`config.mk`:
```
export PLATFORM = sky130hd
export DESIGN_NAME = ex_div
export DESIGN_NICKNAME = d
export VERILOG_FILES = /design/src/rtl/ex_div.sv
export SDC_FILE = /design/constraint.sdc
export NUM_CORES = 1
export LEC_CHECK = 0
export CORE_ASPECT_RATIO = 2
export CORE_UTILIZATION = 52
export CTS_CLUSTER_DIAMETER = 30
export DETAILED_ROUTE_END_ITERATION = 8
export PLACE_DENSITY = 0.74
export SLEW_MARGIN = 30
export SYNTH_ARGS = -nofsm -noshare
export SYNTH_HDL_FRONTEND = slang
export SYNTH_SLANG_ARGS = --single-unit
```
`constraint.sdc`:
```
create_clock -name clk -period 5.9 [get_ports clk]
set_input_delay 1.77 -clock clk [delete_from_list [all_inputs] [get_ports clk]]
set_output_delay 1.77 -clock clk [all_outputs]
set_load 0.1 [all_outputs]
```
`src/rtl/ex_div.sv`:
```
// Iterative restoring divider for DIV/DIVU in the EX stage: one quotient bit per cycle,
// pipeline stall while busy, single-cycle result_valid pulse on completion.
module ex_div #(
  parameter int unsigned WIDTH = 32
) (
  input  logic             clk,
  input  logic             rst,
  input  logic             start,
  input  logic             signed_op,
  input  logic [WIDTH-1:0] dividend,
  input  logic [WIDTH-1:0] divisor,
  input  logic             annul,
  output logic             stallreq,
  output logic             result_valid,
  output logic [WIDTH-1:0] quotient,
  output logic [WIDTH-1:0] remainder,
  output logic             div_zero
);

  localparam int unsigned CW = $clog2(WIDTH) + 1;

  typedef enum logic [1:0] {
    S_IDLE = 2'd0,
    S_RUN  = 2'd1,
    S_DONE = 2'd2
  } state_e;

  state_e           state_q, state_d;
  logic [CW-1:0]    cnt_q, cnt_d;
  logic [WIDTH:0]   rem_q, rem_d;
  logic [WIDTH-1:0] quo_q, quo_d;
  logic [WIDTH-1:0] dvs_q, dvs_d;
  logic             neg_quo_q, neg_quo_d;
  logic             neg_rem_q, neg_rem_d;
  logic [WIDTH-1:0] quotient_q, quotient_d;
  logic [WIDTH-1:0] remainder_q, remainder_d;
  logic             div_zero_q, div_zero_d;

  logic [WIDTH+1:0] rem_sh;
  logic [WIDTH+1:0] diff;
  logic             q_bit;
  logic [WIDTH-1:0] quo_nx;
  logic [WIDTH:0]   rem_nx;
  logic [WIDTH-1:0] dvd_mag;
  logic [WIDTH-1:0] dvs_mag;

  always_ff @(posedge clk) begin
    if (rst) begin
      state_q     <= S_IDLE;
      cnt_q       <= '0;
      rem_q       <= '0;
      quo_q       <= '0;
      dvs_q       <= '0;
      neg_quo_q   <= 1'b0;
      neg_rem_q   <= 1'b0;
      quotient_q  <= '0;
      remainder_q <= '0;
      div_zero_q  <= 1'b0;
    end else begin
      state_q     <= state_d;
      cnt_q       <= cnt_d;
      rem_q       <= rem_d;
      quo_q       <= quo_d;
      dvs_q       <= dvs_d;
      neg_quo_q   <= neg_quo_d;
      neg_rem_q   <= neg_rem_d;
      quotient_q  <= quotient_d;
      remainder_q <= remainder_d;
      div_zero_q  <= div_zero_d;
    end
  end

  always_comb begin
    state_d     = state_q;
    cnt_d       = cnt_q;
    rem_d       = rem_q;
    quo_d       = quo_q;
    dvs_d       = dvs_q;
    neg_quo_d   = neg_quo_q;
    neg_rem_d   = neg_rem_q;
    quotient_d  = quotient_q;
    remainder_d = remainder_q;
    div_zero_d  = div_zero_q;

    dvd_mag = (signed_op && dividend[WIDTH-1]) ? WIDTH'(0) - dividend : dividend;
    dvs_mag = (signed_op && divisor[WIDTH-1])  ? WIDTH'(0) - divisor  : divisor;

    // Restoring step: quo_q doubles as the dividend shift register, quotient bits enter at the LSB.
    rem_sh = {rem_q, quo_q[WIDTH-1]};
    diff   = rem_sh - {2'b00, dvs_q};
    q_bit  = ~diff[WIDTH+1];
    quo_nx = {quo_q[WIDTH-2:0], q_bit};
    rem_nx = q_bit ? diff[WIDTH:0] : rem_sh[WIDTH:0];

    if (annul) begin
      state_d = S_IDLE;
    end else begin
      unique case (state_q)
        S_IDLE: begin
          if (start) begin
            if (divisor == '0) begin
              quotient_d  = '1;
              remainder_d = dividend;
              div_zero_d  = 1'b1;
              state_d     = S_DONE;
            end else begin
              rem_d     = '0;
              quo_d     = dvd_mag;
              dvs_d     = dvs_mag;
              neg_quo_d = signed_op & (dividend[WIDTH-1] ^ divisor[WIDTH-1]);
              neg_rem_d = signed_op & dividend[WIDTH-1];
              cnt_d     = '0;
              state_d   = S_RUN;
            end
          end
        end
        S_RUN: begin
          rem_d = rem_nx;
          quo_d = quo_nx;
          cnt_d = cnt_q + CW'(1);
          if (cnt_q == CW'(WIDTH - 1)) begin
            quotient_d  = neg_quo_q ? WIDTH'(0) - quo_nx : quo_nx;
            remainder_d = neg_rem_q ? WIDTH'(0) - rem_nx[WIDTH-1:0] : rem_nx[WIDTH-1:0];
            div_zero_d  = 1'b0;
            state_d     = S_DONE;
          end
        end
        S_DONE:  state_d = S_IDLE;
        default: state_d = S_IDLE;
      endcase
    end
  end

  // Handshake with the pipeline is decoded from state and live inputs so annul takes effect in-cycle.
  assign stallreq     = ~annul & (((state_q == S_IDLE) & start) | (state_q == S_RUN));
  assign result_valid = ~annul & (state_q == S_DONE);
  assign quotient     = quotient_q;
  assign remainder    = remainder_q;
  assign div_zero     = div_zero_q;

endmodule

```
==> results.yml, run 1 <==
route:
  drc_errors: 0
  vias: 12100
  wl_per_cell_microns: 20.5
  totalWireLength_microns: 40400
  firstDrtPassIters: 5
  first_iter_violations: 886
  via_per_inst: 6.14
  detail-route-antenna-nets: 0
critical_path:
  critPathLaunch: "rem_q[9]$_SDFFE_PP0P_"
  worst_r2r_startpoint: "rem_q[9]$_SDFFE_PP0P_"
  critPathCaptureType: "register"
  arrival_ps: 5880
  reg2reg_to: "remainder[30]$_SDFFE_PP0P_"
  path_max_fanout: 9
  rr_worst_depth: 18
  criticalPathCategory: "reg -> reg"
  reg2reg_slack_ps: 380
  worstSetupStartpointType: "register"
  required_ps: 6260
sta:
  fin_crit_sh_pct: 93.6
  final_max_slew_viol_count: 0
  setup_tns_ps: 0
  max_freq_mhz: 181
  fin_worst_skew_ps: 8.79
  setup_ws_ps: 377
  rsz0062_at_grt: "no"
  relSlewSlack_pct: 32.9
  fin_crit_ps: 5520
  setup_viol: 0
  worst_pin_slew_ps: 1000
  hold_viol: 0
clocking:
  cts_root_buffer: "clkbuf_16"
  cts_hold_buf: 0
  clk_pin_slew_ps: 70
  post_cts_buffers: 0
  cts_tree: "built"
  clock_latency_ps: 460
  clock_sinks: 172
  cts.htree.levels: 4
  cts_buffer_depth: 2
  cts_made_buffers: 17
power:
  p_leak_nw: 5.32
  power.total_mw: 3.23
  p_comb_share_pct: 25.1
  peakVddDrop_v: 0.000222
  switching_share_pct: 34.0
  pwr-share-clk_pct: 36.4
  p_seq_share_pct: 38.5
  power_density_nw_per_um2: 229
  p_switching_mw: 1.10
  internal_power_mw: 2.13
synthesis:
  ys_warn_count: 0
  synth_simple_gate_area_share_pct: 22.7
  synth_xor_area_share_pct: 10.9
  synth_area_leaders: "dfxtp_1 29%, nor2_1 8.2%, a211oi_1 6.5%"
  synthMuxAreaShare_pct: 1.94
  synth_top_family_by_area: "compound AO/OA/AOI/OAI gates"
  yosysUniqueCellTypes: 79
  synth-adder-area-share_pct: 4.07
  synthCells: 1597
  synth-seq-cells: 172
  synth_top_area_share_pct: 29.0
  syn-num-nets: 1704
  ys.flop_type: "dfxtp_1"
  syn_area_sq_um: 11900
  synth_edf_count: 0
  synth_top_area_cell: "dfxtp_1"
  avgSynthCellArea_sq_um: 7.43
  synth_compound_area_share_pct: 26.3
  yosysSeqAreaShare_pct: 29.0
  synthArstFlopShare_pct: 0
grt:
  globalRouteTotalUtil_pct: 35.1
  antenna_found_initial: 0
  gr-total-overflow: 0
  grt_pass1_wl_microns: 62000
  grt_max_degree: 91
  first_global_vias: 11700
layout:
  synthToLayoutAreaGrowth_pct: 18.8
  drive_gt1_share_pct: 6.43
  fin_nets: 1788
  final_cell_mix: "255 x nor2_1, 171 x dfxtp_1, 148 x nand2_1, 132 x clkdlybuf4s50_1, 127 x a21oi_1"
  fillers: 2056
  fin_util_pct: 63.4
  layout.cells.most_common: "nor2_1"
  fin_area_sq_um: 14100
  antenna_cells: 0
placed_design:
  place_ws_ps: 406
  gp_congestion: 0.954
  placed_area_sq_um: 13500
  port_buffers: 135
  dpl.hpwl_microns: 31600
die:
  pin_count: 136
  fp.coreArea_sq_um: 22300
  die-area_sq_um: 23500
  initial_core_util_pct: 53.3
  dieWidth_microns: 109
  die_y_microns: 216
  rows: 77
worst_hold_path:
  min_from: "dvs_q[30]$_SDFFE_PP0P_"
  whs_path_depth: 2
  hold_path_class: "reg -> reg"
  worstHoldEndpoint: "dvs_q[30]$_SDFFE_PP0P_"
outcome:
  status: "finished clean"
run:
  cap_viol_max_count: 0
-- logic make-up after synthesis --
group | Yosys count
buf+inv | 155
mux | 22
fa+ha+maj | 38
compound gates | 468
simple gates | 594
xor+xnor | 148
flops | 172
-- cell usage after synthesis, types with 5 or more instances --
master and instances:
buf_2 7, a221oi_1 5, nand3_1 19, a311oi_1 8, o22ai_1 14, o41ai_1 12
nand2_1 149, or4_1 12, clkbuf_1 83, o31ai_1 27, ha_1 37, buf_1 9
o21ai_0 74, a21oi_1 127, xnor2_1 65, or3_1 14, and2_1 10, o31a_1 6
o211ai_1 5, and3_1 11, or2_2 6, xor2_1 83, inv_1 52, dfxtp_1 172
mux2_2 8, a22oi_1 25, a31oi_1 8, nand4_1 10, mux2i_1 14, a211oi_1 103
nand2b_1 12, a21o_1 9, nand3b_1 6, nor4_1 16, nor3_1 39, nor2b_1 9
nor2_1 258
-- routing by layer --
| layer | wire [microns] | part of all wire, % | GRT usage, % |
|---|---|---|---|
| met1 | 13600 | 34 | 32.8 |
| met5 | 0 | 0 | 0 |
| met4 | 4040 | 10 | 32.3 |
| met2 | 21000 | 52 | 63.2 |
| met3 | 1690 | 4.2 | 5.29 |
-- sequential cells by signal, summed over array words and instances (netlist names) --
signal and count:
quotient 32, remainder 32, dvs_q 32, neg_quo_q 1
rem_q 33, cnt_q 6, state_q 2, quo_q 32
div_zero 1, neg_rem_q 1
-- how the worst max path moves through the flow --
stage / end / slack, ps / cells after the start
after floorplan: result_valid / 170 / 1
after global placement: remainder[22]$_SDFFE_PP0P_ / 390 / 18
after detailed placement: remainder[30]$_SDFFE_PP0P_ / 410 / 18
after CTS: remainder[22]$_SDFFE_PP0P_ / 370 / 18
after global routing: remainder[20]$_SDFFE_PP0P_ / 70 / 18
final: remainder[30]$_SDFFE_PP0P_ / 380 / 18
-- timing repair --
item | in CTS | in global routing
endpoints found under the setup margin | 0 | 4
hold endpoints to repair | 0 | 0
gates resized for setup | 0 | 2
-- power by group through the flow --
stage | Combinational [mW] | Sequential [mW] | Clock, mW
2_1_floorplan | 0.461 | 1.34 | 0
3_3_place_gp | 0.790 | 1.27 | 0
3_5_place_dp | 0.797 | 1.27 | 0
4_1_cts | 0.800 | 1.24 | 1.18
5_1_grt | 0.876 | 1.25 | 1.23
6_report | 0.812 | 1.25 | 1.18
-- through the flow --
stage,hold slack [ps],cells
finish,459,1970
global route,481,1970
CTS,462,1969
detailed placement,453,1937
global placement,441,1937
floorplan,432,1597
-- layout make-up --
type,instances,area [sq um],area share [%]
Clock inverter,14,156,1.11
Sequential cell,172,3440,24.4
Inverter,53,199,1.41
Multi-Input combinational cell,1270,7870,55.8
Timing Repair Buffer,167,1650,11.7
Tap cell,276,345,2.45
Clock buffer,18,439,3.11
-- critical path: stages, from the launching register on --
cell and delay (ps):
dfxtp_1 360, ha_1 430, and2_1 260, a221o_1 390, o21bai_2 300, a2111oi_4 140, o31a_1 280, nor2_2 330
inv_2 140, a21oi_1 250, ha_1 240, nand2_1 60, or4_4 430, or3_4 400, o31a_4 330, or2_1 270
o41a_1 420, xnor2_1 140, a221oi_1 250
(Power assumes the default switching activity.)
==> run 2: changes to the inputs <==
- CORE_UTILIZATION: 52 -> 62
- PLACE_DENSITY: 0.74 -> 0.83
- SETUP_SLACK_MARGIN: not set -> 0.2
- clock period: 5.9 -> 6.9 ns (I/O delays scaled with it)
==> run 2 against run 1 <==
  * Sequential share of layout area rose by 0.43 points
  * Critical path depth stayed put
  * Clock power shrank 18%
  * Routed wire length down 2.5%
  * Critical path type unchanged
==> results.yml, run 2 (synthesized netlist as in run 1, its figures left out) <==
placed_design:
  gp_congestion: 0.966
  port_buffers: 135
  dpl.hpwl_microns: 30000
critical_path:
  worst_r2r_startpoint: "rem_q[11]$_SDFFE_PP0P_"
  arrival_ps: 6550
  path_depth: 18
  required_ps: 7210
  cp_num_buf_inv: 1
  slowest_stage: "or4_4"
  path_cells: "ha_1 > a21oi_1 > nand2_1 > o21ai_1 > a2111oi_2 > o31a_2 > nor2_2 > inv_2 > a21oi_1 > ha_1 > nand2_1 > or4_4 > or3_4 > o31a_4 > or4_4 > o31ai_4 > xor2_1 > o22ai_1"
  worstSetupStartpointType: "register"
  reg2reg_to: "remainder[22]$_SDFFE_PP0P_"
  slowest_delay_ps: 570
  cpLargestDelayFamily: "compound AO/OA/AOI/OAI gates"
  reg2reg_slack_ps: 660
  path_max_fanout: 12
  rr_worst_depth: 18
  critPathCaptureType: "register"
  criticalPathCategory: "reg -> reg"
layout:
  drive_gt1_share_pct: 5.55
  largest_reg_flops: 33
  final_cell_mix: "254 x nor2_1, 170 x dfxtp_1, 148 x nand2_1, 132 x clkdlybuf4s50_1, 127 x a21oi_1"
  fin_util_pct: 74.0
  synthToLayoutAreaGrowth_pct: 16.8
  fin_nets: 1771
  max_flop_register: "rem_q"
  layout.cells.most_common: "nor2_1"
  antenna_cells: 0
clocking:
  cts_root_buffer: "clkbuf_16"
  post_cts_buffers: 0
  cts_tree: "built"
  ctsResizeCount: 0
  cts_made_buffers: 17
  cts_buffer_depth: 2
  cts_hold_buf: 0
  clk_pin_slew_ps: 70
  clock_latency_ps: 450
  clock_sinks: 172
  cts.htree.levels: 4
grt:
  first_global_vias: 11800
  globalRouteTotalUtil_pct: 40.0
  grt_pass1_wl_microns: 59900
  grt_max_degree: 71
  antenna_found_initial: 0
  gr-total-overflow: 0
route:
  first_iter_violations: 828
  totalWireLength_microns: 39400
  via_per_inst: 6.39
  detail-route-antenna-nets: 0
  firstDrtPassIters: 5
  wl_per_cell_microns: 20.4
  drc_errors: 0
  vias: 12300
die:
  die_y_microns: 198
  die-area_sq_um: 19700
  pin_count: 136
  fp.coreArea_sq_um: 18700
  rows: 71
  initial_core_util_pct: 63.3
  dieWidth_microns: 99.9
power:
  p_leak_nw: 5.21
  peakVddDrop_v: 0.000158
  power_density_nw_per_um2: 195
sta:
  final_max_slew_viol_count: 0
  fin_worst_skew_ps: 10.7
  hold_viol: 0
  rsz0062_at_grt: "no"
  fin_crit_sh_pct: 90.5
  worst_pin_slew_ps: 1000
  setup_viol: 0
  max_freq_mhz: 160
  fin_crit_ps: 6240
  relSlewSlack_pct: 33.1
  setup_tns_ps: 0
worst_hold_path:
  min_from: "dvs_q[21]$_SDFFE_PP0P_"
  whs_path_depth: 2
  hold_path_class: "reg -> reg"
  worstHoldEndpoint: "dvs_q[21]$_SDFFE_PP0P_"
outcome:
  status: "finished clean"
run:
  cap_viol_max_count: 0
[run 2: changes by cell type in the layout (fill, tap and decap cells not counted), sizes merged]
cell,before,now
buf,35,18
clkbuf,18,19
clkinvlp,1,2
inv,59,58
bufinv,2,1
[run 2: final cells by class]
type / instances / area, sq um
Multi-Input combinational cell: 1270 / 7850
Inverter: 53 / 199
Clock inverter: 13 / 134
Tap cell: 255 / 319
Clock buffer: 19 / 443
Timing Repair Buffer: 150 / 1470
Sequential cell: 172 / 3450
Fill cell: 1523 / 4880
[run 2: per-layer routing]
layer	share of wire [%]	vias to the layer above	GRT usage (%)	wire length [microns]
li1	-	5866	-	-
met1	33	5655	36.9	12800
met2	50	596	70.5	19700
met3	6.5	219	7.45	2560
met4	11	0	41.3	4280
met5	0	-	0	0
[run 2: report_power, final]
group	internal (mW)	leakage, nW	total, mW	switching (mW)
combinational	0.232	3.53	0.674	0.443
sequential	1.03	1.40	1.07	0.0373
clock	0.516	0.278	0.964	0.448
total	1.78	5.21	2.71	0.928
[run 2: worst register-to-register path: stages, from the launching register on]
cell and delay (ps):
dfxtp_1 340, ha_1 370, a21oi_1 470, nand2_1 100
o21ai_1 530, a2111oi_2 220, o31a_2 470, nor2_2 470
inv_2 250, a21oi_1 310, ha_1 260, nand2_1 60
or4_4 430, or3_4 410, o31a_4 330, or4_4 570
o31ai_4 230, xor2_1 170, o22ai_1 90
[run 2: how the worst max path moves through the flow]
stage	start	endpoint	slack (ps)
after floorplan	annul	result_valid	570
after global placement	dvs_q[7]$_SDFFE_PP0P_	remainder[30]$_SDFFE_PP0P_	850
after global routing	dvs_q[7]$_SDFFE_PP0P_	remainder[30]$_SDFFE_PP0P_	420
after CTS	dvs_q[7]$_SDFFE_PP0P_	remainder[22]$_SDFFE_PP0P_	720
final	rem_q[11]$_SDFFE_PP0P_	remainder[22]$_SDFFE_PP0P_	660
after detailed placement	rem_q[10]$_SDFFE_PP0P_	remainder[22]$_SDFFE_PP0P_	760
[run 2: through the flow]
step | power (mW) | setup slack, ps | hold slack, ps | instance area [sq um] | cells
finish | 2.71 | 656 | 467 | 13900 | 1932
global route | 2.80 | 416 | 486 | 13900 | 1932
CTS | 2.70 | 718 | 470 | 13900 | 1932
detailed placement | 1.75 | 759 | 459 | 13300 | 1900
global placement | 1.74 | 847 | 451 | 13300 | 1900
floorplan | 1.54 | 572 | 432 | 11900 | 1597
==> run 3: changes to the inputs <==
- CAP_MARGIN: not set -> 30
- CTS_CLUSTER_DIAMETER: 30 -> 200
==> results of run 3 <==
No change in the layout: final DEF, timing and power equal those of run 2.
